**src/rtl/dsp_mac_pipelined_if.sv**
```systemverilog
// Sample/result bundle for dsp_mac_pipelined: operand side driven by the master,
// accumulator result returned by the slave (the MAC itself).
interface dsp_mac_pipelined_if #(
    parameter int WIDTH     = 18,
    parameter int ACC_WIDTH = 48
);
    logic                 ce;
    logic                 in_valid;
    logic [WIDTH-1:0]     a;
    logic [WIDTH-1:0]     b;
    logic                 acc;
    logic [ACC_WIDTH-1:0] p;
    logic                 out_valid;

    modport master (
        output ce, in_valid, a, b, acc,
        input  p, out_valid
    );

    modport slave (
        input  ce, in_valid, a, b, acc,
        output p, out_valid
    );
endinterface

```
**src/rtl/dsp_mac_pipelined.sv**
```systemverilog
// Pipelined multiply / multiply-accumulate: operand register, STAGES product
// registers, then a wrapping accumulator register. ce stalls every register.
module dsp_mac_pipelined #(
    parameter int WIDTH     = 18,
    parameter int SIGNED    = 0,
    parameter int STAGES    = 2,
    parameter int ACC_WIDTH = 48
) (
    input logic           clk,
    input logic           rst_n,
    dsp_mac_pipelined_if.slave bus
);
    localparam int PW = 2 * WIDTH;

    logic [WIDTH-1:0]     a_q;
    logic [WIDTH-1:0]     b_q;
    logic                 vld_q;
    logic                 acc_q;
    logic [PW-1:0]        prod_c;
    logic [PW-1:0]        last_prod;
    logic                 last_vld;
    logic                 last_acc;
    logic [ACC_WIDTH-1:0] prod_ext;
    logic [ACC_WIDTH-1:0] p_q;
    logic                 ov_q;

    // Operand register: the sample is taken here on the accepting edge; operands
    // only load on valid samples so idle inputs do not toggle the multiplier.
    always_ff @(posedge clk or negedge rst_n) begin
        if (!rst_n) begin
            a_q   <= '0;
            b_q   <= '0;
            vld_q <= 1'b0;
            acc_q <= 1'b0;
        end else if (bus.ce) begin
            vld_q <= bus.in_valid;
            acc_q <= bus.in_valid & bus.acc;
            if (bus.in_valid) begin
                a_q <= bus.a;
                b_q <= bus.b;
            end
        end
    end

    generate
        if (SIGNED != 0) begin : g_signed
            logic signed [PW-1:0] a_x;
            logic signed [PW-1:0] b_x;
            assign a_x      = PW'($signed(a_q));
            assign b_x      = PW'($signed(b_q));
            assign prod_c   = a_x * b_x;
            assign prod_ext = ACC_WIDTH'($signed(last_prod));
        end else begin : g_unsigned
            logic [PW-1:0] a_x;
            logic [PW-1:0] b_x;
            assign a_x      = PW'(a_q);
            assign b_x      = PW'(b_q);
            assign prod_c   = a_x * b_x;
            assign prod_ext = ACC_WIDTH'(last_prod);
        end
    endgenerate

    generate
        if (STAGES == 0) begin : g_comb
            assign last_prod = prod_c;
            assign last_vld  = vld_q;
            assign last_acc  = acc_q;
        end else begin : g_pipe
            logic [PW-1:0]     prod_q [STAGES];
            logic [STAGES-1:0] vld_p;
            logic [STAGES-1:0] acc_p;

            always_ff @(posedge clk or negedge rst_n) begin
                if (!rst_n) begin
                    for (int i = 0; i < STAGES; i++) begin
                        prod_q[i] <= '0;
                    end
                    vld_p <= '0;
                    acc_p <= '0;
                end else if (bus.ce) begin
                    prod_q[0] <= prod_c;
                    vld_p[0]  <= vld_q;
                    acc_p[0]  <= acc_q;
                    for (int i = 1; i < STAGES; i++) begin
                        prod_q[i] <= prod_q[i-1];
                        vld_p[i]  <= vld_p[i-1];
                        acc_p[i]  <= acc_p[i-1];
                    end
                end
            end

            assign last_prod = prod_q[STAGES-1];
            assign last_vld  = vld_p[STAGES-1];
            assign last_acc  = acc_p[STAGES-1];
        end
    endgenerate

    // Feedback comes straight from p_q, so back-to-back accumulates need no bubble.
    always_ff @(posedge clk or negedge rst_n) begin
        if (!rst_n) begin
            p_q  <= '0;
            ov_q <= 1'b0;
        end else if (bus.ce) begin
            ov_q <= last_vld;
            if (last_vld) begin
                p_q <= last_acc ? (p_q + prod_ext) : prod_ext;
            end
        end
    end

    assign bus.p         = p_q;
    assign bus.out_valid = ov_q;
endmodule

```
**src/flat_wrapper.sv**
```systemverilog
// flat-port wrapper written by rule: the top's interface ports become plain ports
module dsp_mac_pipelined_flat 
#(
    parameter int WIDTH     = 18,
    parameter int SIGNED    = 0,
    parameter int STAGES    = 2,
    parameter int ACC_WIDTH = 48
)
  (clk, rst_n, bus_ce, bus_in_valid, bus_a, bus_b, bus_acc, bus_p, bus_out_valid);
  dsp_mac_pipelined_if #(.WIDTH(WIDTH), .ACC_WIDTH(ACC_WIDTH)) bus_i ();
  input logic clk;
  input logic rst_n;
  input wire logic [$bits(bus_i.ce)-1:0] bus_ce;
  input wire logic [$bits(bus_i.in_valid)-1:0] bus_in_valid;
  input wire logic [$bits(bus_i.a)-1:0] bus_a;
  input wire logic [$bits(bus_i.b)-1:0] bus_b;
  input wire logic [$bits(bus_i.acc)-1:0] bus_acc;
  output wire logic [$bits(bus_i.p)-1:0] bus_p;
  output wire logic [$bits(bus_i.out_valid)-1:0] bus_out_valid;
  assign bus_i.ce = bus_ce;
  assign bus_i.in_valid = bus_in_valid;
  assign bus_i.a = bus_a;
  assign bus_i.b = bus_b;
  assign bus_i.acc = bus_acc;
  assign bus_p = bus_i.p;
  assign bus_out_valid = bus_i.out_valid;
  dsp_mac_pipelined #(.WIDTH(WIDTH), .SIGNED(SIGNED), .STAGES(STAGES), .ACC_WIDTH(ACC_WIDTH)) u_core (.clk(clk), .rst_n(rst_n), .bus(bus_i));
endmodule
```
**config.mk**
```make
export PLATFORM = sky130hd
export DESIGN_NAME = dsp_mac_pipelined_flat
export DESIGN_NICKNAME = d
export VERILOG_FILES = /design/src/rtl/dsp_mac_pipelined_if.sv /design/src/rtl/dsp_mac_pipelined.sv /design/src/flat_wrapper.sv
export SDC_FILE = /design/constraint.sdc
export NUM_CORES = 1
export LEC_CHECK = 0
export ABC_AREA = 1
export ABC_CLOCK_PERIOD_IN_PS = 5300
export CORE_ASPECT_RATIO = 1.4
export CORE_MARGIN = 3
export CORE_UTILIZATION = 25
export DETAILED_ROUTE_END_ITERATION = 6
export PLACE_DENSITY = 0.53
export SLEW_MARGIN = 0
export SYNTH_ARGS = -nofsm -noshare
export SYNTH_HDL_FRONTEND = slang
export SYNTH_SLANG_ARGS = --single-unit
```
**constraint.sdc**
```tcl
create_clock -name clk -period 5.3 [get_ports clk]
set_clock_uncertainty 0.15 [all_clocks]
set_input_delay 1.06 -clock clk [delete_from_list [all_inputs] [get_ports clk]]
set_output_delay 1.06 -clock clk [all_outputs]
set_load 0.03 [all_outputs]
```
==> impl_metrics.csv, run 1 <==
group,metric,value,unit
clocking,cts_tree,"built",
cells_and_area,design_area,25900,µm²
timing,setup_viol,21,
setup_path,path_class,"reg2reg",
floorplan,die_x,249,µm
placement,port_buffers,89,
yosys,synthMuxAreaShare,1.97,%
setup_path,crit_fanout,5,
cells_and_area,fillerInstances,8708,
run_status,status,"finished with violations",
floorplan,dieHeight,346,µm
timing,slew_violations,0,
timing,report.final.hold_viol_count,0,
clocking,htreeDepth,4,
cells_and_area,final_util,31.7,%
placement,place_area,23900,µm²
timing,worstMarginPinSlew,1.01,ns
cells_and_area,area_growth,25.6,%
global_routing,gr-usage-met2,29.0,%
placement,place.detailed.hpwl,54400,µm
yosys,synth-seq-area-share,19.8,%
run_status,violations,"setup timing",
yosys,synth_seq_cells,163,
placement,dpl_worst_slack,-0.614,ns
setup_path,cp.arrival,5.69,ns
global_routing,grt_max_degree,74,
timing,relSlewSlack,32.2,%
yosys,syn_inst,2803,
yosys,yosysWarnings,0,
global_routing,grt_overflow,0,
yosys,synth_cell_types,40,
yosys,synth_area,20600,µm²
yosys,synth-simple-area-share,22.9,%
yosys,synth_nets,3247,
clocking,cts.sinks,163,
routing,vias,17935,
routing,totalWireLength,65600,µm
timing,min_period,5.46,ns
setup_path,crit_required,5.52,ns
global_routing,grt-busiest-layer,"met2",
floorplan,io_pins,90,
yosys,synth_compound_area_share,6.25,%
setup_path,start_kind,"register",
cells_and_area,drive_gt1_share,17.9,%
cells_and_area,seqCellArea,4120,µm²
timing,timing.final.crit_share,103,%
cells_and_area,n_antenna_cell,0,
timing,setup_ws,-0.162,ns
yosys,synthXorXnorAreaFrac,1.23,%
clocking,clkTransAtPathRegs,0.08,ns
yosys,synth_top_family_by_area,"adder cells",
global_routing,use_met3,1.78,%
floorplan,dieArea,86000,µm²
global_routing,antenna_found_initial,0,
min_path,hp-class,"reg2reg",
routing,drt_first_pass_iters,5,
cells_and_area,multi_input_area,14500,µm²
yosys,synth.avg_cell_area,7.36,µm²
job,maxCapViolCount,0,
routing,via_per_inst,4.36,
timing,rsz0062_at_grt,"true",
global_routing,grt_pass1_vias,18735,
floorplan,core,81800,µm²
routing,drtAntennaViolNets,0,
yosys,synthAdderAreaFrac,33.8,%
clocking,numCtsBuffers,17,
placement,routabilityCongestion,0.893,
global_routing,grt_util_all_layers,15.3,%
global_routing,grt_pass1_wl,103000,µm
setup_path,critPathCaptureType,"register",
floorplan,rows,124,
cells_and_area,fin_nets,3469,
routing,drt_iter0_drc,809,
clocking,clock_latency,0.49,ns
timing,fmax,183,MHz
clocking,cts-root-buf,"clkbuf_16",
routing,wl_per_cell,16.0,µm
routing,drc,0,
global_routing,grt_use_met1,17.5,%
clocking,cts.path.max_buffers,2,
floorplan,start_util,25.2,%
## Yosys cell counts (all sizes together)
library cell  count  area share (%)
a31oi             2           0.061
and3              1           0.030
nand4            10            0.30
buf              22            0.45
o21a              3            0.11
clkinv            1           0.018
o211ai            4            0.15
a22oi             1           0.036
fa              257              25
nor4              3           0.091
o21bai            8            0.29
clkbuf           84             1.6
nor3             18            0.51
dfrtp           163              20
a21boi            1           0.036
xnor2            11            0.47
o21ai           100             2.4
mux2             36             2.0
nand3           104             2.7
inv             662              12
a21oi           108             2.7
nand3b            4            0.15
or2               4            0.12
nor2            131             2.5
o221ai            8            0.34
xor2             18            0.76
a21o              3            0.11
nand2           890              16
ha              146             8.9
## metrics by stage
| stage | instances | hold slack (ns) | TNS [ns] |
|---|---|---|---|
| after floorplan | 2803 | 0.292 | -0.0225 |
| after global placement | 4041 | 0.308 | -9.70 |
| after detailed placement | 4041 | 0.311 | -10.44 |
| after CTS | 4098 | 0.331 | -1.24 |
| after global routing | 4109 | 0.348 | -5.78 |
| final | 4109 | 0.331 | -1.92 |
## critical path, stage by stage, from the launching register on
cell	delay [ns]
dfrtp_2	0.49
buf_12	0.17
nand2_2	0.05
inv_2	0.04
fa_1	0.55
inv_2	0.04
fa_2	0.53
fa_1	0.43
fa_1	0.51
inv_2	0.04
fa_1	0.54
inv_2	0.04
fa_1	0.49
inv_2	0.05
ha_4	0.32
nand2_4	0.08
buf_4	0.14
nor4_4	0.23
nand2_1	0.13
nand3_1	0.10
nand2_1	0.06
nand3_2	0.10
nand2_1	0.06
## registers in the layout (all words and copies together), names as in the netlist
signal,cells
u_core.b_q,18
u_core.bus.p,48
u_core.g_pipe.vld_p,2
u_core.g_pipe.prod_q,36
u_core.a_q,18
u_core.last_prod,36
u_core.g_pipe.acc_p,2
u_core.bus.out_valid,1
u_core.vld_q,1
u_core.acc_q,1
## worst paths after layout
path,startpoint,endpoint,slack (ns),depth (start not counted)
max reg2reg,u_core.b_q[8]$_DFFE_PN0P_,u_core.g_pipe.prod_q[65]$_DFFE_PN0P_,-0.16,22
max in group asynchronous,rst_n,u_core.b_q[8]$_DFFE_PN0P_,3.42,2
max,u_core.b_q[8]$_DFFE_PN0P_,u_core.g_pipe.prod_q[65]$_DFFE_PN0P_,-0.16,22
min,u_core.g_pipe.prod_q[38]$_DFFE_PN0P_,u_core.g_pipe.prod_q[38]$_DFFE_PN0P_,0.33,2
min in group asynchronous,rst_n,u_core.last_prod[7]$_DFFE_PN0P_,0.47,1
min reg2reg,u_core.g_pipe.prod_q[38]$_DFFE_PN0P_,u_core.g_pipe.prod_q[38]$_DFFE_PN0P_,0.33,2
## layer usage
layer  share of wire, %  vias up
li1                   -     8774
met1                 40     8755
met2                 54      312
met3                2.5       94
met4                3.5        0
met5                  0        -
## area by class of cell
type                    count  area share, %
well taps                1071           5.17
multi-input cells        1871           56.1
inverters                 663           9.62
repair buffers            309           10.9
flip-flops and latches    163           15.9
clock inverters            15          0.638
clock buffers              17           1.64
## repair_timing
action                     in CTS  in global routing
setup endpoints to repair      25                 25
hold buffers                    0                  0
setup buffers                  27                 10
cloned                          0                  1
pin swaps                      51                 32
gates resized for setup       184                107
## cells by family after synthesis
group | after synthesis
and+or+nand+nor | 1165
adders and majority gates | 403
buffers and inverters | 769
DFF | 163
muxes | 36
AOI/OAI and AO/OA | 238
xor gates and xnor gates | 29
## cells in the final DEF, fill, tap and decap left out, types with 36 or more instances in the layout
cell type        count
dfrtp_1            134
mux2_2              36
o21ai_0             73
buf_4              179
nand3_1             89
fa_1               249
inv_1              635
a21oi_1             75
ha_1               126
nor2_1              96
nand2_2             44
nand2_1            834
clkdlybuf4s50_1     87
Power of run 1 is left out: the tool's default activity adds up to more than one toggle a clock period on the data nets, which glitch-free logic cannot reach.
==> run 2: changes to the inputs <==
SKIP_CTS_REPAIR_TIMING = 1   (was default)
==> impl_metrics.csv, run 2 (same netlist as run 1, synthesis figures left out) <==
group,metric,value,unit
clocking,cts.path.max_buffers,2,
setup_path,cp.arrival,5.73,ns
setup_path,endpoint,"u_core.g_pipe.prod_q[68]$_DFFE_PN0P_",
routing,vias,17876,
setup_path,crit_fanout,6,
cells_and_area,fillerInstances,8745,
min_path,hp-class,"reg2reg",
setup_path,crit_path_top_delay_cell,"fa_1",
setup_path,r2r_slack,-0.20,ns
timing,report.final.hold_viol_count,0,
setup_path,crit_chain,"buf_6 -> nand2_1 -> inv_1 -> fa_1 -> inv_2 -> fa_1 -> inv_1 -> fa_1 -> fa_2 -> fa_1 -> inv_1 -> fa_1 -> inv_2 -> ha_4 -> a21oi_4 -> o21ai_1 -> buf_4 -> a21oi_4 -> nor2_2 -> nor2_1 -> nand3_1 -> nand3_2 -> nand2_1",
routing,drc,0,
placement,port_buffers,89,
cells_and_area,multi_input_area,14500,µm²
cells_and_area,drive_gt1_share,17.2,%
cells_and_area,final_util,31.5,%
global_routing,use_met3,1.71,%
global_routing,grt_use_met1,17.4,%
routing,wl_per_cell,16.0,µm
placement,place.detailed.hpwl,54400,µm
run_status,violations,"setup timing",
floorplan,dieArea,86000,µm²
cells_and_area,fin_nets,3465,
timing,setup_tns,-2.29,ns
timing,worstMarginPinSlew,1.01,ns
routing,via_per_inst,4.35,
floorplan,dieHeight,346,µm
timing,min_period,5.50,ns
run_status,status,"finished with violations",
cells_and_area,n_antenna_cell,0,
global_routing,grt_max_degree,74,
global_routing,gr-usage-met2,28.6,%
timing,rsz0062_at_grt,"true",
clocking,numCtsBuffers,17,
setup_path,r2r_start,"u_core.b_q[12]$_DFFE_PN0P_",
global_routing,grt_util_all_layers,15.1,%
cells_and_area,mostFrequentLayoutCells,"nand2_1, inv_1, fa_1",
floorplan,start_util,25.2,%
clocking,htreeDepth,4,
clocking,cts.sinks,163,
routing,totalWireLength,65500,µm
floorplan,io_pins,90,
cells_and_area,largest_reg_flops,48,
setup_path,r2r_end,"u_core.g_pipe.prod_q[68]$_DFFE_PN0P_",
setup_path,crit_required,5.53,ns
setup_path,reg2reg_depth,23,
floorplan,rows,124,
cells_and_area,seqCellArea,4110,µm²
floorplan,die_x,249,µm
clocking,cts_tree,"built",
routing,drt_iter0_drc,832,
timing,slew_violations,0,
placement,routabilityCongestion,0.893,
global_routing,grt_pass1_wl,102000,µm
timing,relSlewSlack,32.1,%
timing,timing.final.crit_share,104,%
cells_and_area,layout_commonest_cell,"nand2_1",
job,maxCapViolCount,0,
setup_path,path_class,"reg2reg",
timing,setup_viol,20,
setup_path,cp.depth,23,
placement,placed_cells,4041,
global_routing,grt-busiest-layer,"met2",
setup_path,cpLargestDelayFamily,"adder cells",
timing,hold_ws,0.331,ns
setup_path,crit_path_start,"u_core.b_q[12]$_DFFE_PN0P_",
setup_path,start_kind,"register",
routing,drtAntennaViolNets,0,
setup_path,cp.buffers_inverters,7,
clocking,cts-root-buf,"clkbuf_16",
routing,drt_first_pass_iters,5,
global_routing,grt_pass1_vias,18535,
cells_and_area,area_growth,24.9,%
setup_path,crit_top_cell,"fa_1",
cells_and_area,fin_cells,4105,
floorplan,core,81800,µm²
timing,setup_ws,-0.200,ns
timing,fmax,182,MHz
clocking,clock_latency,0.50,ns
global_routing,antenna_found_initial,0,
clocking,clkTransAtPathRegs,0.08,ns
setup_path,cpPeakStageDelay,0.57,ns
setup_path,critPathCaptureType,"register",
global_routing,grt_overflow,0,
==> run 2: cell count changes in the layout (fill, tap and decap cells not counted), moves of 3 or more <==
cell	delta
a21oi_2	-9
a21oi_1	+6
nand2_4	-6
nand2_1	+5
a21oi_4	+3
buf_6	-3
inv_1	+3
o21ai_0	+3
==> run 2: worst min-delay path: cells and delay by family, from the launching register on <==
family	cells	cell delay [ns]
and+or+nand+nor	2	0.10
DFF	1	0.35
==> run 2: final cells by class <==
class	count	share of cell area [%]
clock buffer	17	1.65
clock inverter	15	0.641
inverter	663	9.66
multi-input combinational	1871	56.1
sequential	163	16.0
tap	1071	5.20
timing repair buffer	305	10.8
==> run 2: worst min path at each step <==
stage,slack [ns],to,cells after the start,start
finish,0.33,u_core.g_pipe.prod_q[40]$_DFFE_PN0P_,2,u_core.g_pipe.prod_q[40]$_DFFE_PN0P_
global route,0.35,u_core.g_pipe.prod_q[58]$_DFFE_PN0P_,2,u_core.g_pipe.prod_q[58]$_DFFE_PN0P_
CTS,0.33,u_core.g_pipe.prod_q[39]$_DFFE_PN0P_,2,u_core.g_pipe.prod_q[39]$_DFFE_PN0P_
detailed placement,0.31,u_core.g_pipe.prod_q[39]$_DFFE_PN0P_,2,u_core.g_pipe.prod_q[39]$_DFFE_PN0P_
global placement,0.31,u_core.g_pipe.prod_q[40]$_DFFE_PN0P_,2,u_core.g_pipe.prod_q[40]$_DFFE_PN0P_
floorplan,0.29,u_core.g_pipe.prod_q[37]$_DFFE_PN0P_,2,u_core.g_pipe.prod_q[37]$_DFFE_PN0P_
==> run 2: metal layers <==
metal,vias to the layer above,share of wire (%),routed length [µm]
li1,8774,-,-
met2,340,54,35200
met3,105,2.7,1780
met1,8657,40,26300
met5,-,0,0
met4,0,3.4,2240
==> run 2: metrics by stage <==
step | instance area [µm²] | setup WS [ns]
after floorplan | 20700 | -0.0225
after global placement | 23900 | -0.593
after detailed placement | 23900 | -0.614
after CTS | 24500 | -0.649
after global routing | 25800 | -0.393
final | 25800 | -0.200
Power of run 2 is left out for the same reason.
==> run 3: changes to the inputs <==
CORE_MARGIN = 2   (was 3)
DONT_BUFFER_PORTS = 1   (was default)
PLACE_DENSITY = 0.52   (was 0.53)
SKIP_CTS_REPAIR_TIMING = default   (was 1)
==> impl_metrics.csv, run 3 (same netlist as run 1, synthesis figures left out) <==
group,metric,value,unit
cells_and_area,area_growth,20.0,%
setup_path,cp.arrival,5.64,ns
global_routing,grt_pass1_wl,100000,µm
clocking,cts-root-buf,"clkbuf_16",
clocking,htreeDepth,4,
routing,wl_per_cell,16.0,µm
clocking,clkTransAtPathRegs,0.08,ns
floorplan,io_pins,90,
global_routing,grt_util_all_layers,15.5,%
cells_and_area,largest_reg_flops,48,
timing,hold_ws,0.120,ns
cells_and_area,mostFrequentLayoutCells,"nand2_1, inv_1, fa_1",
timing,relSlewSlack,24.0,%
timing,fmax,185,MHz
timing,setup_ws,-0.0950,ns
timing,rsz0062_at_grt,"true",
run_status,violations,"setup timing",
timing,timing.final.crit_share,102,%
setup_path,critPathCaptureType,"register",
setup_path,crit_chain,"buf_12 -> buf_4 -> nand2_2 -> fa_1 -> fa_2 -> fa_2 -> fa_1 -> inv_1 -> fa_1 -> inv_1 -> fa_1 -> inv_2 -> ha_4 -> nand2_4 -> nor2_4 -> nand2_2 -> o21ai_4 -> nand2_1 -> nand2_1 -> nand2_1 -> nand3_2 -> nand2_1",
floorplan,core,81800,µm²
cells_and_area,fin_nets,3353,
timing,setup_tns,-0.836,ns
clocking,cts_tree,"built",
placement,routabilityCongestion,0.948,
clocking,cts.sinks,163,
routing,drc,0,
timing,worstMarginPinSlew,1.14,ns
floorplan,dieHeight,344,µm
cells_and_area,layout_commonest_cell,"nand2_1",
floorplan,dieArea,84900,µm²
setup_path,crit_required,5.54,ns
timing,report.final.hold_viol_count,0,
floorplan,start_util,25.2,%
min_path,hp-class,"in2async",
setup_path,path_class,"reg2reg",
clocking,numCtsBuffers,17,
setup_path,cpPeakStageDelay,0.59,ns
timing,slew_violations,0,
cells_and_area,drive_gt1_share,17.4,%
setup_path,crit_path_top_delay_cell,"fa_2",
global_routing,antenna_found_initial,1,
routing,drt_first_pass_iters,5,
routing,via_per_inst,4.39,
routing,drtAntennaViolNets,0,
global_routing,grt_pass1_vias,18263,
routing,totalWireLength,63900,µm
run_status,status,"finished with violations",
floorplan,die_x,247,µm
clocking,holdBufCountCts,0,
floorplan,rows,124,
clocking,clock_latency,0.50,ns
placement,place.detailed.hpwl,52600,µm
clocking,cts.path.max_buffers,2,
setup_path,start_kind,"register",
routing,vias,17511,
placement,port_buffers,0,
routing,drt_iter0_drc,798,
timing,setup_viol,15,
global_routing,grt_overflow,0,
timing,min_period,5.40,ns
setup_path,crit_fanout,5,
job,maxCapViolCount,0,
global_routing,grt_max_degree,164,
==> run 3: metrics by stage <==
| stage | worst slack, ns | std cells | instance area [µm²] | utilization (%) |
|---|---|---|---|---|
| after floorplan | -0.0225 | 2803 | 20700 | - |
| after global placement | -0.475 | 3930 | 22900 | 28.0 |
| after detailed placement | -0.479 | 3930 | 22900 | 28.0 |
| after CTS | -0.0951 | 3985 | 24200 | 29.6 |
| after global routing | -0.345 | 3992 | 24800 | 30.3 |
| final | -0.0950 | 3993 | 24800 | 30.3 |
==> run 3: per-layer routing <==
metal  GRT usage (%)  wire length (µm)  vias to the layer above
li1                -                 -                     8527
met1            17.4             25300                     8557
met2            29.3             34300                      324
met3            2.36              2140                      103
met4            5.35              2120                        0
met5               0                 0                        -
==> run 3: final timing paths <==
| kind | start | end | slack (ns) | cells past startpoint |
|---|---|---|---|---|
| hold reg to reg | u_core.g_pipe.vld_p[0]$_DFFE_PN0P_ | u_core.g_pipe.vld_p[1]$_DFFE_PN0P_ | 0.32 | 2 |
| setup reg to reg | u_core.a_q[8]$_DFFE_PN0P_ | u_core.g_pipe.prod_q[70]$_DFFE_PN0P_ | -0.1 | 22 |
| hold / removal | rst_n | u_core.bus.out_valid$_DFFE_PN0P_ | 0.12 | 0 |
| min in group clk | u_core.g_pipe.vld_p[0]$_DFFE_PN0P_ | u_core.g_pipe.vld_p[1]$_DFFE_PN0P_ | 0.32 | 2 |
| max in group asynchronous | rst_n | u_core.b_q[3]$_DFFE_PN0P_ | 4.39 | 0 |
| setup / recovery | u_core.a_q[8]$_DFFE_PN0P_ | u_core.g_pipe.prod_q[70]$_DFFE_PN0P_ | -0.1 | 22 |
==> run 3: final cells by class <==
type                       count  area (µm²)
clock inverter                12         136
fill                        8794       57000
timing repair buffer         193        1690
inverter                     663        2490
clock buffer                  19         453
antenna                        1        2.50
tap                         1071        1340
sequential                   163        4110
multi-input combinational   1871       14500
==> run 3: worst max-delay path, delay by kind of cell, from the launching register on <==
kind,cells,cell delay [ns]
compound gates,1,0.22
fa+ha+maj,7,3.32
buf+inv,5,0.42
flops,1,0.45
simple gates,9,0.71
==> run 3: repair_timing <==
| item | CTS | global route |
|---|---|---|
| setup endpoints to repair | 25 | 26 |
| buffers inserted | 24 | 8 |
| pin swaps | 25 | 32 |
| gates resized for setup | 139 | 136 |
Power of run 3 is left out for the same reason.
